$ cat src/rtl/vga_config_sequencer_pkg.sv
// Shared definitions for the VGA configuration sequencer.
// Holds the configuration register map, the two preset timing sets,
// the sequencer state encoding and the preset lookup used by the ROM.
package vga_config_sequencer_pkg;

  // Configuration register map: the entry index is the register address.
  typedef enum logic [2:0] {
    H_LEFT_MARGIN  = 3'd0,
    V_LEFT_MARGIN  = 3'd1,
    H_RIGHT_MARGIN = 3'd2,
    V_RIGHT_MARGIN = 3'd3,
    H_SYNC_PULSE   = 3'd4,
    V_SYNC_PULSE   = 3'd5,
    H_COUNT_MAX    = 3'd6,
    V_COUNT_MAX    = 3'd7
  } cfg_reg_e;

  // Mode 0: small simulation test timing.
  localparam int unsigned PRESET_TEST [8]    = '{1, 2, 7, 8, 1, 0, 10, 12};
  // Mode 1: 640x480 timing.
  localparam int unsigned PRESET_640X480 [8] = '{48, 33, 16, 10, 96, 2, 800, 525};

  typedef enum logic [1:0] {
    BOOT = 2'd0,
    LOAD = 2'd1,
    IDLE = 2'd2
  } state_e;

  // sel = {mode, idx[2:0]}
  function automatic int unsigned preset_value(input logic [3:0] sel);
    if (sel[3]) return PRESET_640X480[sel[2:0]];
    else        return PRESET_TEST[sel[2:0]];
  endfunction

endpackage

$ cat src/rtl/vga_config_sequencer_if.sv
// Valid/ready register-write port: one address/data pair per handshake.
// master drives valid/addr/data and samples rdy; slave is the reverse.
interface vga_config_sequencer_if #(
  parameter int unsigned WIDTH = 12
) ();
  logic             valid;
  logic [WIDTH-1:0] addr;
  logic [WIDTH-1:0] data;
  logic             rdy;

  modport master (output valid, output addr, output data, input rdy);
  modport slave  (input valid, input addr, input data, output rdy);
endinterface

$ cat src/rtl/vga_config_sequencer_rom.sv
// vga_timing_rom: combinational preset table.
// Ports: mode (preset select), idx (register address 0..7),
//        data (CONFIG_WIDTH-bit preset value for {mode, idx}).
module vga_timing_rom
  import vga_config_sequencer_pkg::*;
#(
  parameter int unsigned CONFIG_WIDTH = 12
) (
  input  logic                    mode,
  input  logic [2:0]              idx,
  output logic [CONFIG_WIDTH-1:0] data
);

  always_comb begin
    data = CONFIG_WIDTH'(preset_value({mode, idx}));
  end

endmodule

$ cat src/rtl/vga_config_sequencer.sv
// vga_config_sequencer: configuration master for the VGA timing controller.
// After reset and on each accepted start it writes one of two preset
// timing sets (8 registers) over the C port; between loads it passes the
// host write port H straight through. A per-write timeout aborts a load
// against a stalled controller and raises a sticky cfg_err.
// Ports:
//   Clk      - clock, rising edge
//   rst_n    - synchronous reset, active HIGH despite the name
//   start    - load request pulse, honoured only in IDLE
//   mode_sel - preset select, latched on reset release and accepted start
//   H        - host write port (slave side)
//   C        - configuration write port to the timing controller (master)
//   busy     - preset load in progress
//   done     - one-cycle pulse after a complete load
//   cfg_err  - sticky timeout flag
module vga_config_sequencer
  import vga_config_sequencer_pkg::*;
#(
  parameter int unsigned CONFIG_WIDTH = 12,
  parameter int unsigned TIMEOUT      = 64
) (
  input  logic                   Clk,
  input  logic                   rst_n,
  input  logic                   start,
  input  logic                   mode_sel,
  vga_config_sequencer_if.slave  H,
  vga_config_sequencer_if.master C,
  output logic                   busy,
  output logic                   done,
  output logic                   cfg_err
);

  localparam int unsigned CNT_W = $clog2(TIMEOUT + 1);

  state_e                  state_q, state_d;
  logic [2:0]              idx_q, idx_d;
  logic [CNT_W-1:0]        cnt_q, cnt_d, cnt_inc;
  logic                    mode_q, mode_d;
  logic                    err_q, err_d;
  logic                    done_q, done_d;
  logic [CONFIG_WIDTH-1:0] rom_data;

  vga_timing_rom #(
    .CONFIG_WIDTH(CONFIG_WIDTH)
  ) u_rom (
    .mode (mode_q),
    .idx  (idx_q),
    .data (rom_data)
  );

  // Saturating stall count.
  always_comb begin
    cnt_inc = (cnt_q == CNT_W'(TIMEOUT)) ? cnt_q : cnt_q + CNT_W'(1);
  end

  always_ff @(posedge Clk) begin
    if (rst_n) begin
      state_q <= BOOT;
      idx_q   <= '0;
      cnt_q   <= '0;
      mode_q  <= 1'b0;
      err_q   <= 1'b0;
      done_q  <= 1'b0;
    end else begin
      state_q <= state_d;
      idx_q   <= idx_d;
      cnt_q   <= cnt_d;
      mode_q  <= mode_d;
      err_q   <= err_d;
      done_q  <= done_d;
    end
  end

  always_comb begin
    state_d = state_q;
    idx_d   = idx_q;
    cnt_d   = cnt_q;
    mode_d  = mode_q;
    err_d   = err_q;
    done_d  = 1'b0;
    C.valid = 1'b0;
    C.addr  = '0;
    C.data  = '0;
    H.rdy   = 1'b0;
    busy    = 1'b0;

    unique case (state_q)
      BOOT: begin
        state_d = LOAD;
        idx_d   = '0;
        cnt_d   = '0;
        mode_d  = mode_sel;
      end

      LOAD: begin
        busy    = 1'b1;
        C.valid = 1'b1;
        C.addr  = CONFIG_WIDTH'(idx_q);
        C.data  = rom_data;
        if (C.rdy) begin
          cnt_d = '0;
          if (idx_q == 3'd7) begin
            state_d = IDLE;
            idx_d   = '0;
            done_d  = 1'b1;
          end else begin
            idx_d = idx_q + 3'd1;
          end
        end else begin
          cnt_d = cnt_inc;
          // The edge where the stall count reaches TIMEOUT ends the load.
          if (cnt_inc == CNT_W'(TIMEOUT)) begin
            state_d = IDLE;
            err_d   = 1'b1;
          end
        end
      end

      IDLE: begin
        if (start) begin
          // start wins over a concurrent host write; the host retries.
          state_d = LOAD;
          idx_d   = '0;
          cnt_d   = '0;
          mode_d  = mode_sel;
          err_d   = 1'b0;
        end else begin
          C.valid = H.valid;
          C.addr  = H.addr;
          C.data  = H.data;
          H.rdy   = C.rdy && H.valid;
        end
      end

      default: begin
        state_d = BOOT;
      end
    endcase
  end

  assign done    = done_q;
  assign cfg_err = err_q;

endmodule

$ cat src/flat_wrapper.sv
// flat-port wrapper written by rule: the top's interface ports become plain ports
module vga_config_sequencer_flat import vga_config_sequencer_pkg::*;
#(
  parameter int unsigned CONFIG_WIDTH = 12,
  parameter int unsigned TIMEOUT      = 64
)
  (Clk, rst_n, start, mode_sel, busy, done, cfg_err, H_valid, H_addr, H_data, H_rdy, C_valid, C_addr, C_data, C_rdy);
  vga_config_sequencer_if #(.WIDTH(12)) H_i ();
  vga_config_sequencer_if #(.WIDTH(12)) C_i ();
  input  logic Clk;
  input  logic rst_n;
  input  logic start;
  input  logic mode_sel;
  output logic busy;
  output logic done;
  output logic cfg_err;
  input wire logic [$bits(H_i.valid)-1:0] H_valid;
  input wire logic [$bits(H_i.addr)-1:0] H_addr;
  input wire logic [$bits(H_i.data)-1:0] H_data;
  output wire logic [$bits(H_i.rdy)-1:0] H_rdy;
  output wire logic [$bits(C_i.valid)-1:0] C_valid;
  output wire logic [$bits(C_i.addr)-1:0] C_addr;
  output wire logic [$bits(C_i.data)-1:0] C_data;
  input wire logic [$bits(C_i.rdy)-1:0] C_rdy;
  assign H_i.valid = H_valid;
  assign H_i.addr = H_addr;
  assign H_i.data = H_data;
  assign H_rdy = H_i.rdy;
  assign C_valid = C_i.valid;
  assign C_addr = C_i.addr;
  assign C_data = C_i.data;
  assign C_i.rdy = C_rdy;
  vga_config_sequencer #(.CONFIG_WIDTH(CONFIG_WIDTH), .TIMEOUT(TIMEOUT)) u_core (.Clk(Clk), .rst_n(rst_n), .start(start), .mode_sel(mode_sel), .H(H_i), .C(C_i), .busy(busy), .done(done), .cfg_err(cfg_err));
endmodule
$ cat config.mk
export PLATFORM = sky130hd
export DESIGN_NAME = vga_config_sequencer_flat
export DESIGN_NICKNAME = d
export VERILOG_FILES = /design/src/rtl/vga_config_sequencer_pkg.sv /design/src/rtl/vga_config_sequencer_if.sv /design/src/rtl/vga_config_sequencer_rom.sv /design/src/rtl/vga_config_sequencer.sv /design/src/flat_wrapper.sv
export SDC_FILE = /design/constraint.sdc
export NUM_CORES = 1
export LEC_CHECK = 0
export CAP_MARGIN = 15
export CORE_MARGIN = 1
export CORE_UTILIZATION = 45
export DETAILED_ROUTE_END_ITERATION = 8
export GPL_ROUTABILITY_DRIVEN = 0
export PLACE_DENSITY_LB_ADDON = 0.05
export SETUP_SLACK_MARGIN = 0.15
export SLEW_MARGIN = 40
export SYNTH_ARGS = -nofsm -noshare
export SYNTH_HDL_FRONTEND = slang
export SYNTH_SLANG_ARGS = --single-unit
$ cat constraint.sdc
create_clock -name Clk -period 3.75 [get_ports Clk]
set_input_delay 0.375 -clock Clk [delete_from_list [all_inputs] [get_ports Clk]]
set_output_delay 0.375 -clock Clk [all_outputs]
set_load 0.05 [all_outputs]
---- Word level (Yosys, flattened, before mapping) ----
Memories as Yosys holds them, arrays and structs flattened.
Index checks and enable logic that the tools add are counted.
word-level totals
  memories ................................ 2
  input bits .............................. 30
  ROM bits ................................ 512
  output and inout bits ................... 29
  register bits ........................... 15
  logic and storage cells ................. 70
memory list
  memory           words  width  rd ports  clocked after Yosys merged registers in  write ports  RTL line                        RTL
  (no name shown)  8      32     1         0                                        0            vga_config_sequencer_pkg.sv:32  else return PRESET_TEST[sel[2:0]];
  (no name shown)  8      32     1         0                                        0            vga_config_sequencer_pkg.sv:31  if (sel[3]) return PRESET_640X480[sel[2:0]];
operators by class
  muxes and demuxes ....................... 34
  $add $sub $neg .......................... 2
  equality and inequality tests ........... 11
  order comparisons ....................... 1
  bitwise logic cells ..................... 3
  reduce and logical (&&, ||, !) cells .... 11
operators with widths
  operator               count
  $mux W12               7
  $pmux W12 S2           2
  $mux W7                3
  $pmux W7 S3            1
  $eq A7 B7 Y1 const B   2
  $mux W1                9
  $mux W3                3
  $pmux W3 S3            1
  $mux W2                4
  $add A7 B1 Y7 const B  1
  $ne A2 B2 Y1 const B   3
  $ne A3 B2 Y1 const B   2
  $pmux W1 S2            3
  $pmux W2 S3            1
  $reduce_and A3 Y1      2
  $ge A4 B4 Y1 const B   1
  $not A3 Y4             1
  $reduce_and A2 Y1      2
  $reduce_and A4 Y1      1
  $reduce_bool A2 Y1     2
  $add A3 B1 Y3 const B  1
  $eq A3 B3 Y1 const B   1
  $reduce_bool A3 Y1     1
  $reduce_or A3 Y1       1
  other kinds (6)        7

---- Logic depth before layout (Yosys ltp) ----
Gate-level depths: netlist (run 1).
  word-level depth ........................ 6
  depth in mapped cells ................... 9
  depth with buffers taken out ............ 7

---- Modules after synthesis ----
A second synthesis (run 1) with hierarchy kept.
second synthesis, totals
  cells, all modules ...................... 183
  area total of the unflattened synthesis .. 1,486.4 um^2
modules (own cells, without submodules)
  module                area an instance (um^2)  times used  cells an instance
  vga_config_sequencer  1,272.5                  1           160
  vga_timing_rom        214.0                    1           23

---- Least setup slack after synthesis (run 1) ----
No wires, ideal clock.
  kind .................................... reg2out
  from .................................... reg u_core.state_q[1]
  to ...................................... out C_addr[2]
  cell stages (with the launch flop) ...... 6
  slack ................................... 1,261 ps
  arrival ................................. 2,114 ps
  required time ........................... 3,375 ps
  buffers on the path ..................... 1
  cell sequence ........................... dfxtp_1 -> inv_1 -> ha_1 -> clkbuf_1 -> a22oi_1 -> nor2b_1
on the way
  word-level cells in the longest chain between the ends .. 2
  elaborated cells between the ends (all ways) .. 3
ends and longest elaborated chain
  element                                              RTL line                    RTL
  start, declared                                      vga_config_sequencer.sv:35  state_e state_q, state_d;
  start signal, assigned                               vga_config_sequencer.sv:65  state_q <= state_d;
  $eq A2 B2 Y1 / $eq A2 B1 Y1 (equally long branches)  vga_config_sequencer.sv:87  unique case (state_q)
  $pmux W12 S2 (*)                                     vga_config_sequencer.sv:87
  end, declared                                        flat_wrapper.sv:22          output wire logic [$bits(C_i.addr)-1:0] C_addr;
Every way passes the cells marked *; elsewhere a longest branch is shown, timed or not.

---- Worst setup path in the final report (run 1) ----
  from .................................... reg u_core.state_q[0]
  to ...................................... out C_data[6]
on the way
  word-level cells in the longest chain between the ends .. 2
  elaborated cells between the ends (all ways) .. 3
ends and longest elaborated chain
  element                                              RTL line                    RTL
  $eq A2 B2 Y1 / $eq A2 B1 Y1 (equally long branches)  vga_config_sequencer.sv:87
  $pmux W12 S2 (*)                                     vga_config_sequencer.sv:87
  end, declared                                        flat_wrapper.sv:23          output wire logic [$bits(C_i.data)-1:0] C_data;
Marks and branches as above.

==> metrics.md, run 1 <==
| Metric | Value |
|---|---|
| CP Cell Sequence | `inv_1 > ha_1 > and3_1 > and2_1 > a22o_1 > clkdlybuf4s50_1` |
| Cells on worst reg2reg path | `7` |
| Worst Tran Pin Value | `around 600 ps` |
| Failing checks | `DRC` |
| Total Wirelength | `approximately 3.8 mm` |
| Register Area | `300 um^2` |
| RSZ-0062 raised after global routing | `no` |
| Post-synth EDFFs | `0` |
| Die area | `between 0.003 and 0.004 mm^2` |
| Ports | `59` |
| Utilization after layout | `0.702` |
| Fmax | `roughly 330 MHz` |
| DRC Markers | `3` |
| Postcts setup bufs | `0` |
| Ant. Diodes | `0` |
| CTS buffer count | `3` |
| Worst EP required | `3380 ps` |
| Syn-to-layout area delta | `43.9%` |
| Hpwl dp | `roughly 3.0 mm` |
| R2r setup slk | `about 1500 ps` |
| CTS tree | `done` |
| Tcrit/Tclk final | `0.816` |
| Area leader, netlist | `dfxtp_1` |
| Endpoint class of the critical path | `output port` |
| Final net count | `approximately 270` |
| Distinct cell type count after synthesis | `38` |
| Post-Syn Nets | `around 220` |
| Synth top area share | `0.218` |
| Worst R2R Start | `u_core.state_q[1]` |
| Fraction of layout cells with a size suffix above 1 | `0.0573` |
| First-pass GRT wire length | `roughly 6.3 mm` |
| Cell Rows | `19` |
| Hold buffer count at cts | `0` |
| Crit-path leading delay family | `buffers and inverters` |
| Ranking of synthesized cells by area | `dfxtp_1, ha_1, and3_1, nor2b_1, a21oi_1` |
| CP startpoint kind | `register` |
| Top post-synthesis cells by count | `and3_1, nor2_1, dfxtp_1` |
| NetSw | `about 360 uW` |
| GR Overflow Total | `0` |
| Worst-path clk slew | `~100 ps` |
| Initial Utilization | `0.488` |
| Seq/Total Area, Yosys | `0.218` |
| Port bufs | `58` |
| Maxcap violations | `0` |
| Fin area | `~0.0020 mm^2` |
| Final Hold Viols | `0` |
| Initial antenna violation count | `0` |
| Slew headroom | `0.598` |
| Synth Warn # | `0` |
| RR Endpoint | `u_core.cnt_q[3]` |
| Hold EP | `u_core.cnt_q[6]` |
| Seq pwr share | `0.265` |
| Buffer and inverter count on the worst path | `2` |
| Detail-routed via count per cell | `around 5.8` |
| Post-route minimum period | `3060 ps` |
| Internal power | `408 uW` |
| Pwr/cell area | `between 300 and 400 mW/mm^2` |
| GRT Overall Usage | `0.242` |
| CP arrival | `about 2700 ps` |
| Root Driver | `clkbuf_4` |
| Die X | `about 57 um` |
| WS Path Type | `reg -> out` |
| Min-Delay Path Class | `reg -> reg` |
| Net Sw Frac | `0.467` |
| Drt wl/cell | `between 10 and 15 um` |
| TNS Setup | `0 ps` |
| Pre-antenna DRT Iters | `7` |
| Seq cells post-synth | `15` |
| Crit-path max FO | `22` |
| Via count | `1487` |
| Avg Inst Size Synth | `a little under 8 um^2` |
| Post-route setup slack | `689 ps` |
| Worst vdd ir | `~0.00033 V` |
| Number of gates resized after cts | `0` |
| Status | `complete, but fails checks` |
| Die Height | `approximately 57 um` |
| Area after DPL | `0.00196 mm^2` |
| Mapped Area | `~0.0014 mm^2` |
| Clock group share of total power | `0.122` |
| Pleak | `roughly 0.77 nW` |
| ANT nets after route | `0` |
| Vias in the first global route | `about 1400` |
| Synthesized instance count | `~180` |
| Maximum root-to-sink buffer count | `2` |
| Hold path start | `u_core.cnt_q[6]` |
| Worst slack, placed | `approximately 990 ps` |
| Post-synth top flop | `dfxtp_1` |
| Crit-path max cell delay | `790 ps` |
| Core Region | `about 0.0028 mm^2` |
| Worst clock skew | `between 15 and 20 ps` |
| Hold Path Depth | `2` |
| Drt initial violations | `69` |
| Worst-Skew Late Latency | `just under 300 ps` |
| Largest net degree at the start of global routing | `28` |
| Multi-input gate area | `around 0.001 mm^2` |
| Fillers | `between 200 and 250` |
| TritonCTS Sinks | `15` |
| Htree depth | `1` |
| Critical path depth in cells | `6` |
| Async set-reset flop share out of synthesis | `0` |
| Share of total power in combinational logic | `0.613` |
| Final setup vio count | `0` |
| CP max-delay cell | `clkdlybuf4s50_1` |
| Fin. max-slew vios | `0` |
power groups by stage:
stage	registers, mW	clock network [mW]	logic (mW)
detailed placement	0.206	0	0.467
global route	0.205	0.108	0.514
global placement	0.204	0	0.459
CTS	0.203	0.0976	0.470
floorplan	0.198	0	0.344
finish	0.203	0.0936	0.470
how the worst max path moves through the flow:
stage	endpoint	startpoint	slack, ps
floorplan	C_addr[2]	u_core.state_q[1]	1260
global placement	C_data[4]	start	1060
detailed placement	C_data[6]	u_core.state_q[1]	990
CTS	C_data[6]	u_core.state_q[1]	660
global route	C_data[8]	u_core.state_q[0]	510
finish	C_data[6]	u_core.state_q[0]	690
layout by cell type, fill, tap and decap left out, types with 2 or more instances in the layout:
cell type / Yosys / layout
a211oi_1: 2 / 2
a21oi_1: 12 / 12
a22o_1: 6 / 6
a22oi_1: 7 / 7
a31oi_1: 3 / 3
and2_1: 5 / 5
and3_1: 16 / 16
clkbuf_4: 0 / 3
clkdlybuf4s50_1: 0 / 58
dfxtp_1: 15 / 15
ha_1: 11 / 11
inv_1: 8 / 8
mux2i_1: 5 / 5
mux4_2: 2 / 2
nand2_1: 6 / 6
nand2b_1: 3 / 3
nand3_1: 2 / 2
nand3b_1: 2 / 2
nand4_1: 2 / 2
nor2_1: 16 / 16
nor2b_1: 12 / 12
nor3_1: 5 / 5
o211ai_1: 2 / 2
o21ai_0: 6 / 6
o21ai_1: 3 / 3
stage by stage:
stage | total power [mW] | cells | hold slack, ps
after floorplan | 0.542 | 175 | 444
after global placement | 0.663 | 254 | 509
after detailed placement | 0.673 | 254 | 543
after CTS | 0.770 | 258 | 558
after global routing | 0.827 | 258 | 596
final | 0.766 | 258 | 571
state kept, by name (all words and copies together) (netlist names):
register / cells
u_core.cnt_q: 7
u_core.idx_q: 3
u_core.state_q: 2
u_core.cfg_err: 1
u_core.done: 1
u_core.mode_q: 1
area by class of cell:
class | count | area share
Multi-Input combinational cell | 141 | 0.504
Timing Repair Buffer | 59 | 0.296
Sequential cell | 15 | 0.151
Tap cell | 31 | 0.0195
Inverter | 8 | 0.0151
Clock buffer | 3 | 0.0113
Clock inverter | 1 | 0.00252
worst min-delay path, delay by kind of cell (launching register included):
| family | cells | cell delay (ps) |
|---|---|---|
| flip-flops | 1 | 370 |
| AO/OA/AOI/OAI | 2 | 160 |
layer usage:
layer  share of wire  GRT usage
met1            0.44      0.317
met2            0.47      0.409
met3           0.082     0.0635
met4          0.0071     0.0314
met5               0          0
kinds of logic after synthesis:
group,Yosys count,share of synthesized area
flip-flops,15,0.218
AO/OA/AOI/OAI,46,0.232
multiplexers,8,0.0798
XOR/XNOR,1,0.00635
AND/OR/NAND/NOR,75,0.307
buffers and inverters,19,0.0571
adder cells (fa/ha/maj),11,0.0997
No activity file was read; power rests on OpenSTA's default activity.
==> run 2, diff against run 1 <==
--- a/config.mk
+++ b/config.mk
@@ -7,7 +7,7 @@
 export LEC_CHECK = 0
 export CAP_MARGIN = 15
 export CORE_MARGIN = 1
-export CORE_UTILIZATION = 45
+export CORE_UTILIZATION = 43
 export DETAILED_ROUTE_END_ITERATION = 8
 export GPL_ROUTABILITY_DRIVEN = 0
 export PLACE_DENSITY_LB_ADDON = 0.05
==> constraint.sdc (replaced) <==
create_clock -name Clk -period 3.1 [get_ports Clk]
set_input_delay 0.31 -clock Clk [delete_from_list [all_inputs] [get_ports Clk]]
set_output_delay 0.31 -clock Clk [all_outputs]
set_load 0.05 [all_outputs]
==> metrics.md, run 2 (synthesis gave the netlist of run 1 again) <==
| Metric | Value |
|---|---|
| CP Cell Sequence | `inv_1 > ha_1 > and3_1 > and2_1 > a22o_1 > buf_12 (was inv_1 > ha_1 > and3_1 > and2_1 > a22o_1 > clkdlybuf4s50_1)` |
| Initial Utilization | `0.452 (was 0.488)` |
| Final net count | `270 (was 269)` |
| Die area | `0.00344 mm^2 (was 0.00329 mm^2)` |
| ANT nets after route | `0 (unchanged)` |
| Pleak | `0.896 nW (was 0.770 nW)` |
| Final Hold Viols | `0 (unchanged)` |
| Vias in the first global route | `1437 (was 1412)` |
| Tcrit/Tclk final | `0.807` |
| Total Wirelength | `4.30 mm (was 3.78 mm)` |
| Overall Power | `1.01 mW (was 766 uW)` |
| Ant. Diodes | `0 (unchanged)` |
| Postcts setup bufs | `0 (unchanged)` |
| Worst-Skew Late Latency | `280 ps (was 290 ps)` |
| Worst-path clk slew | `90 ps (was 100 ps)` |
| Detail-routed via count per cell | `5.61 (was 5.76)` |
| Pwr/cell area | `444 mW/mm^2 (was 386 mW/mm^2)` |
| Worst vdd ir | `0.000277 V (was 0.000334 V)` |
| First-pass GRT wire length | `6.83 mm (was 6.33 mm)` |
| Biggest regs | `u_core.cnt_q: 7 flops, u_core.idx_q: 3 flops, u_core.state_q: 2 flops (unchanged)` |
| Crit-path max FO | `22 (unchanged)` |
| TNS Setup | `0 ps (unchanged)` |
| Ports | `59 (unchanged)` |
| Drt initial violations | `60 (was 69)` |
| Worst Tran Pin Value | `642 ps (was 601 ps)` |
| Htree depth | `1 (unchanged)` |
| GR Overflow Total | `0 (unchanged)` |
| CP max-delay cell | `ha_1 (was clkdlybuf4s50_1)` |
| Buffer and inverter count on the worst path | `2 (unchanged)` |
| Fin Hold WS | `563 ps (was 571 ps)` |
| Hold path start | `u_core.state_q[1] (was u_core.cnt_q[6])` |
| Max reg flops | `7 (unchanged)` |
| Fraction of layout cells with a size suffix above 1 | `0.171 (was 0.0573)` |
| CTS buffer count | `3 (unchanged)` |
| Final setup vio count | `0 (unchanged)` |
| Die X | `58.7 um (was 57.4 um)` |
| Worst EP required | `2790 ps (was 3380 ps)` |
| GRT Overall Usage | `0.257 (was 0.242)` |
| Worst clock skew | `4.81 ps (was 16.2 ps)` |
| Min-Delay Path Class | `reg -> reg (unchanged)` |
| Commonest non-fill, non-tap cell in the layout | `clkdlybuf4s50_1 (unchanged)` |
| Slew headroom | `0.571 (was 0.598)` |
| Core Region | `0.00305 mm^2 (was 0.00283 mm^2)` |
| Crit-path leading delay family | `simple AND/OR/NAND/NOR gates (was buffers and inverters)` |
| Port bufs | `58 (unchanged)` |
| Post-route minimum period | `roughly 2500 ps` |
| CP startpoint kind | `register (unchanged)` |
| Drt wl/cell | `15.8 um (was 14.7 um)` |
| TritonCTS Sinks | `15 (unchanged)` |
| Reg with most FFs | `u_core.cnt_q (unchanged)` |
| Register Area | `300 um^2 (unchanged)` |
| Crit path from | `u_core.state_q[0] (unchanged)` |
| Final Non-Filler Cells | `272 (was 258)` |
| Commonest cells after routing, fill and taps aside | `clkdlybuf4s50_1, buf_12, and3_1, nor2_1, dfxtp_1 (was clkdlybuf4s50_1, and3_1, nor2_1)` |
| Cell Rows | `20 (was 19)` |
| Largest net degree at the start of global routing | `28 (unchanged)` |
| Multi-input gate area | `0.00100 mm^2 (unchanged)` |
| Initial antenna violation count | `0 (unchanged)` |
| Die Height | `58.7 um (was 57.4 um)` |
| Maxcap violations | `0 (unchanged)` |
| CTS tree | `done (unchanged)` |
| Hpwl dp | `3.38 mm (was 2.95 mm)` |
| Via count | `1527 (was 1487)` |
| Endpoint class of the critical path | `output port (unchanged)` |
| Fin. max-slew vios | `0 (unchanged)` |
| Status | `finished clean (was complete, but fails checks)` |
| Fmax | `~400 MHz` |
| Utilization after layout | `0.743 (was 0.702)` |
| Syn-to-layout area delta | `64.4% (was 43.9%)` |
| Fillers | `246 (was 240)` |
| Maximum root-to-sink buffer count | `2 (unchanged)` |
| WS Path Type | `reg -> out (unchanged)` |
| Pre-antenna DRT Iters | `4 (was 7)` |
| DRC Markers | `0 (was 3)` |
| RSZ-0062 raised after global routing | `no (unchanged)` |
| CP arrival | `2190 ps (was 2690 ps)` |
| Root Driver | `clkbuf_4 (unchanged)` |
| Hold buffer count at cts | `0 (unchanged)` |
| Number of gates resized after cts | `0 (unchanged)` |
| Crit-path max cell delay | `500 ps (was 790 ps)` |
| Placed cell count | `268 (was 254)` |
| Worst R2R Start | `u_core.state_q[1] (unchanged)` |
run 2: changes by cell type in the layout (fill, tap and decap cells not counted):
| cell | delta |
|---|---|
| buf_12 | +26 |
| clkbuf_1 | +1 |
| clkinv_2 | -1 |
| buf_4 | +1 |
| clkdlybuf4s50_1 | -26 |
run 2: power by group:
group          internal [mW]  leakage [nW]  switching [mW]
clock                 0.0500        0.0150          0.0618
combinational          0.288         0.759           0.363
sequential             0.213         0.122          0.0310
run 2: final timing paths:
kind / to / slack (ps) / cells after the start
worst max-delay path: C_data[8] / 600 / 6
worst min-delay path: u_core.state_q[1] / 560 / 2
worst max register to register: u_core.cnt_q[2] / 980 / 8
worst min register to register: u_core.state_q[1] / 560 / 2
run 2: cell type report:
class / count / share of cell area
multi-input cells: 141 / 0.441
repair buffers: 60 / 0.377
flip-flops and latches: 15 / 0.132
inverters: 8 / 0.0132
well taps: 44 / 0.0243
clock buffers: 4 / 0.0116
run 2: through the flow:
step	cell area, um^2	setup slack (ps)
after floorplan	1380	676
after global placement	2240	1030
after detailed placement	2240	938
after CTS	2270	618
after global routing	2270	483
final	2270	597
run 2: worst min-delay path, delay by kind of cell, from the launching register on:
family,cells,cell delay (ps)
flip-flops,1,340
AO/OA/AOI/OAI,1,70
buffers and inverters,1,110
run 2: metal layers:
layer  global-route usage  up-vias  part of all wire
met5                    0        -                 0
met4               0.0782        0             0.011
met3               0.0418        6             0.077
met2                0.465       73              0.49
met1                0.312      705              0.42
li1                     -      743                 -
==> run 3, diff against run 2 <==
--- a/config.mk
+++ b/config.mk
@@ -7,7 +7,7 @@
 export LEC_CHECK = 0
 export CAP_MARGIN = 15
 export CORE_MARGIN = 1
-export CORE_UTILIZATION = 43
+export CORE_UTILIZATION = 38
 export DETAILED_ROUTE_END_ITERATION = 8
 export GPL_ROUTABILITY_DRIVEN = 0
 export PLACE_DENSITY_LB_ADDON = 0.05
==> constraint.sdc (replaced) <==
create_clock -name Clk -period 2.3 [get_ports Clk]
set_input_delay 0.23 -clock Clk [delete_from_list [all_inputs] [get_ports Clk]]
set_output_delay 0.23 -clock Clk [all_outputs]
set_load 0.05 [all_outputs]
==> metrics.md, run 3 (synthesis gave the netlist of run 1 again) <==
| Metric | Value |
|---|---|
| Fillers | `260 (was 246)` |
| Crit-path max FO | `4 (was 22)` |
| Maxcap violations | `0 (unchanged)` |
| Crit path from | `u_core.idx_q[1] (was u_core.state_q[0])` |
| Grt met3 use | `0.0313 (was 0.0418)` |
| Worst R2R Start | `u_core.cnt_q[3] (was u_core.state_q[1])` |
| Detail-routed via count per cell | `5.44 (was 5.61)` |
| Status | `finished clean (unchanged)` |
| Worst slack, placed | `272 ps (was 938 ps)` |
| Hold buffer count at cts | `0 (unchanged)` |
| Overall Power | `1.46 mW (was 1.01 mW)` |
| Pleak | `0.941 nW (was 0.896 nW)` |
| Worst-path clk slew | `90 ps (about the same)` |
| Worst vdd ir | `0.000351 V (was 0.000277 V)` |
| Die X | `62.3 um (was 58.7 um)` |
| WS Path Type | `reg -> out (unchanged)` |
| Ant. Diodes | `0 (unchanged)` |
| CP startpoint kind | `register (unchanged)` |
| Fmax | `478 MHz` |
| TritonCTS Sinks | `15 (unchanged)` |
| Via count | `1530 (was 1527)` |
| Core Region | `0.00342 mm^2 (was 0.00305 mm^2)` |
| Commonest cells after routing, fill and taps aside | `clkdlybuf4s50_1, buf_12, nor2_1 (was clkdlybuf4s50_1, buf_12, and3_1, nor2_1, dfxtp_1)` |
| Fin. max-slew vios | `0 (unchanged)` |
| DRC Markers | `0 (unchanged)` |
| Final Hold Viols | `0 (unchanged)` |
| Fraction of layout cells with a size suffix above 1 | `0.294 (was 0.171)` |
| Post-route minimum period | `2090 ps` |
| Max reg flops | `7 (unchanged)` |
| M2 GR Usage | `0.394 (was 0.465)` |
| GR Overflow Total | `0 (unchanged)` |
| Drt wl/cell | `15.8 um (about the same)` |
| Port bufs | `58 (unchanged)` |
| Reg with most FFs | `u_core.cnt_q (unchanged)` |
| Die Height | `62.3 um (was 58.7 um)` |
| Worst EP required | `2070 ps (was 2790 ps)` |
| Hold path start | `u_core.idx_q[1] (was u_core.state_q[1])` |
| Final net count | `277 (was 270)` |
| Biggest regs | `u_core.cnt_q: 7 flops, u_core.idx_q: 3 flops, u_core.state_q: 2 flops (unchanged)` |
| First-pass GRT wire length | `7.38 mm (was 6.83 mm)` |
| ANT nets after route | `0 (unchanged)` |
| Hold EP | `u_core.idx_q[1] (was u_core.state_q[1])` |
| Pre-antenna DRT Iters | `4 (unchanged)` |
| Hold Path Depth | `2 (unchanged)` |
| Initial antenna violation count | `0 (unchanged)` |
| Met1 track utilization from global routing | `0.316 (was 0.312)` |
| Largest net degree at the start of global routing | `22 (was 28)` |
| Cell Rows | `21 (was 20)` |
| Tcrit/Tclk final | `0.910` |
| Final setup vio count | `0 (unchanged)` |
| CTS tree | `done (unchanged)` |
| Worst-Skew Late Latency | `290 ps (was 280 ps)` |
| CP arrival | `1860 ps (was 2190 ps)` |
| Worst Tran Pin Value | `632 ps (was 642 ps)` |
| Pwr/cell area | `608 mW/mm^2 (was 444 mW/mm^2)` |
| GRT Overall Usage | `0.237 (was 0.257)` |
| Htree depth | `1 (unchanged)` |
| Post-route setup slack | `207 ps (was 597 ps)` |
| Initial Utilization | `0.404 (was 0.452)` |
| Grt peak-use layer | `met2 (unchanged)` |
| Syn-to-layout area delta | `73.6% (was 64.4%)` |
| Total Wirelength | `4.44 mm (was 4.30 mm)` |
| Worst clock skew | `6.30 ps (was 4.81 ps)` |
| TNS Setup | `0 ps (unchanged)` |
| Root Driver | `clkbuf_4 (unchanged)` |
| Fin Hold WS | `527 ps (was 563 ps)` |
| R2r setup slk | `260 ps (was 980 ps)` |
| Maximum root-to-sink buffer count | `2 (unchanged)` |
| Min-Delay Path Class | `reg -> reg (unchanged)` |
| Hpwl dp | `3.46 mm (was 3.38 mm)` |
| Drt initial violations | `94 (was 60)` |
| Cells on worst reg2reg path | `5 (was 8)` |
| RR Endpoint | `u_core.state_q[0] (was u_core.cnt_q[2])` |
| Ports | `59 (unchanged)` |
| RSZ-0062 raised after global routing | `no (unchanged)` |
| Die area | `0.00388 mm^2 (was 0.00344 mm^2)` |
| CTS buffer count | `3 (unchanged)` |
| Vias in the first global route | `1506 (was 1437)` |
| Endpoint class of the critical path | `output port (unchanged)` |
| Slew headroom | `0.577 (was 0.571)` |
| Commonest non-fill, non-tap cell in the layout | `clkdlybuf4s50_1 (unchanged)` |
[run 3: cell types whose count changed in the layout (fill, tap and decap cells not counted), moves of 2 or more]
cell and change:
buf_4 +7, nor2b_2 +8, nor2b_1 -9, ha_1 -4, ha_2 +3, dfxtp_1 -5
dfxtp_4 +2, dfxtp_2 +3
[run 3: power by group]
part	internal (mW)	switching [mW]
Sequential	0.293	0.0347
Combinational	0.454	0.518
Clock	0.0676	0.0901
[run 3: worst max path at each step]
stage | to | slack, ps | cells past startpoint
floorplan | C_addr[2] | 200 | 5
global placement | C_data[1] | 330 | 6
detailed placement | C_data[8] | 270 | 7
CTS | C_data[5] | 130 | 7
global route | C_data[1] | 140 | 6
finish | C_data[1] | 210 | 6
[run 3: area by class of cell]
type / instances / area (um^2) / share of cell area
sequential: 15 / 312 / 0.130
inverter: 8 / 30.0 / 0.0125
tap: 46 / 57.6 / 0.0240
clock buffer: 4 / 26.3 / 0.0110
multi-input combinational: 141 / 1060 / 0.443
timing repair buffer: 67 / 910 / 0.380
[run 3: per-stage QoR]
stage          cell area, um^2  utilization  cells
6_report                  2400        0.701    281
5_1_grt                   2400        0.701    281
3_5_place_dp              2280        0.669    273
4_1_cts                   2340        0.685    278
3_3_place_gp              2280        0.669    273
2_1_floorplan             1400            -    175
[run 3: repair_timing]
action,CTS,global route
setup buffers,1,3
endpoints found under the setup margin,13,7
pin swaps,0,3
resized for setup,9,10
[run 3: metal layers]
metal / vias up / routed length [um]
met1: 709 / 2050
met2: 61 / 2040
met3: 5 / 293
met5: - / 0
li1: 755 / -
met4: 0 / 52
[run 3: critical path, stage by stage, from the launching register on]
cell and delay (ps):
dfxtp_4 370, inv_1 120, ha_4 220, mux4_2 470
a22oi_2 170, nor2b_2 80, buf_12 150
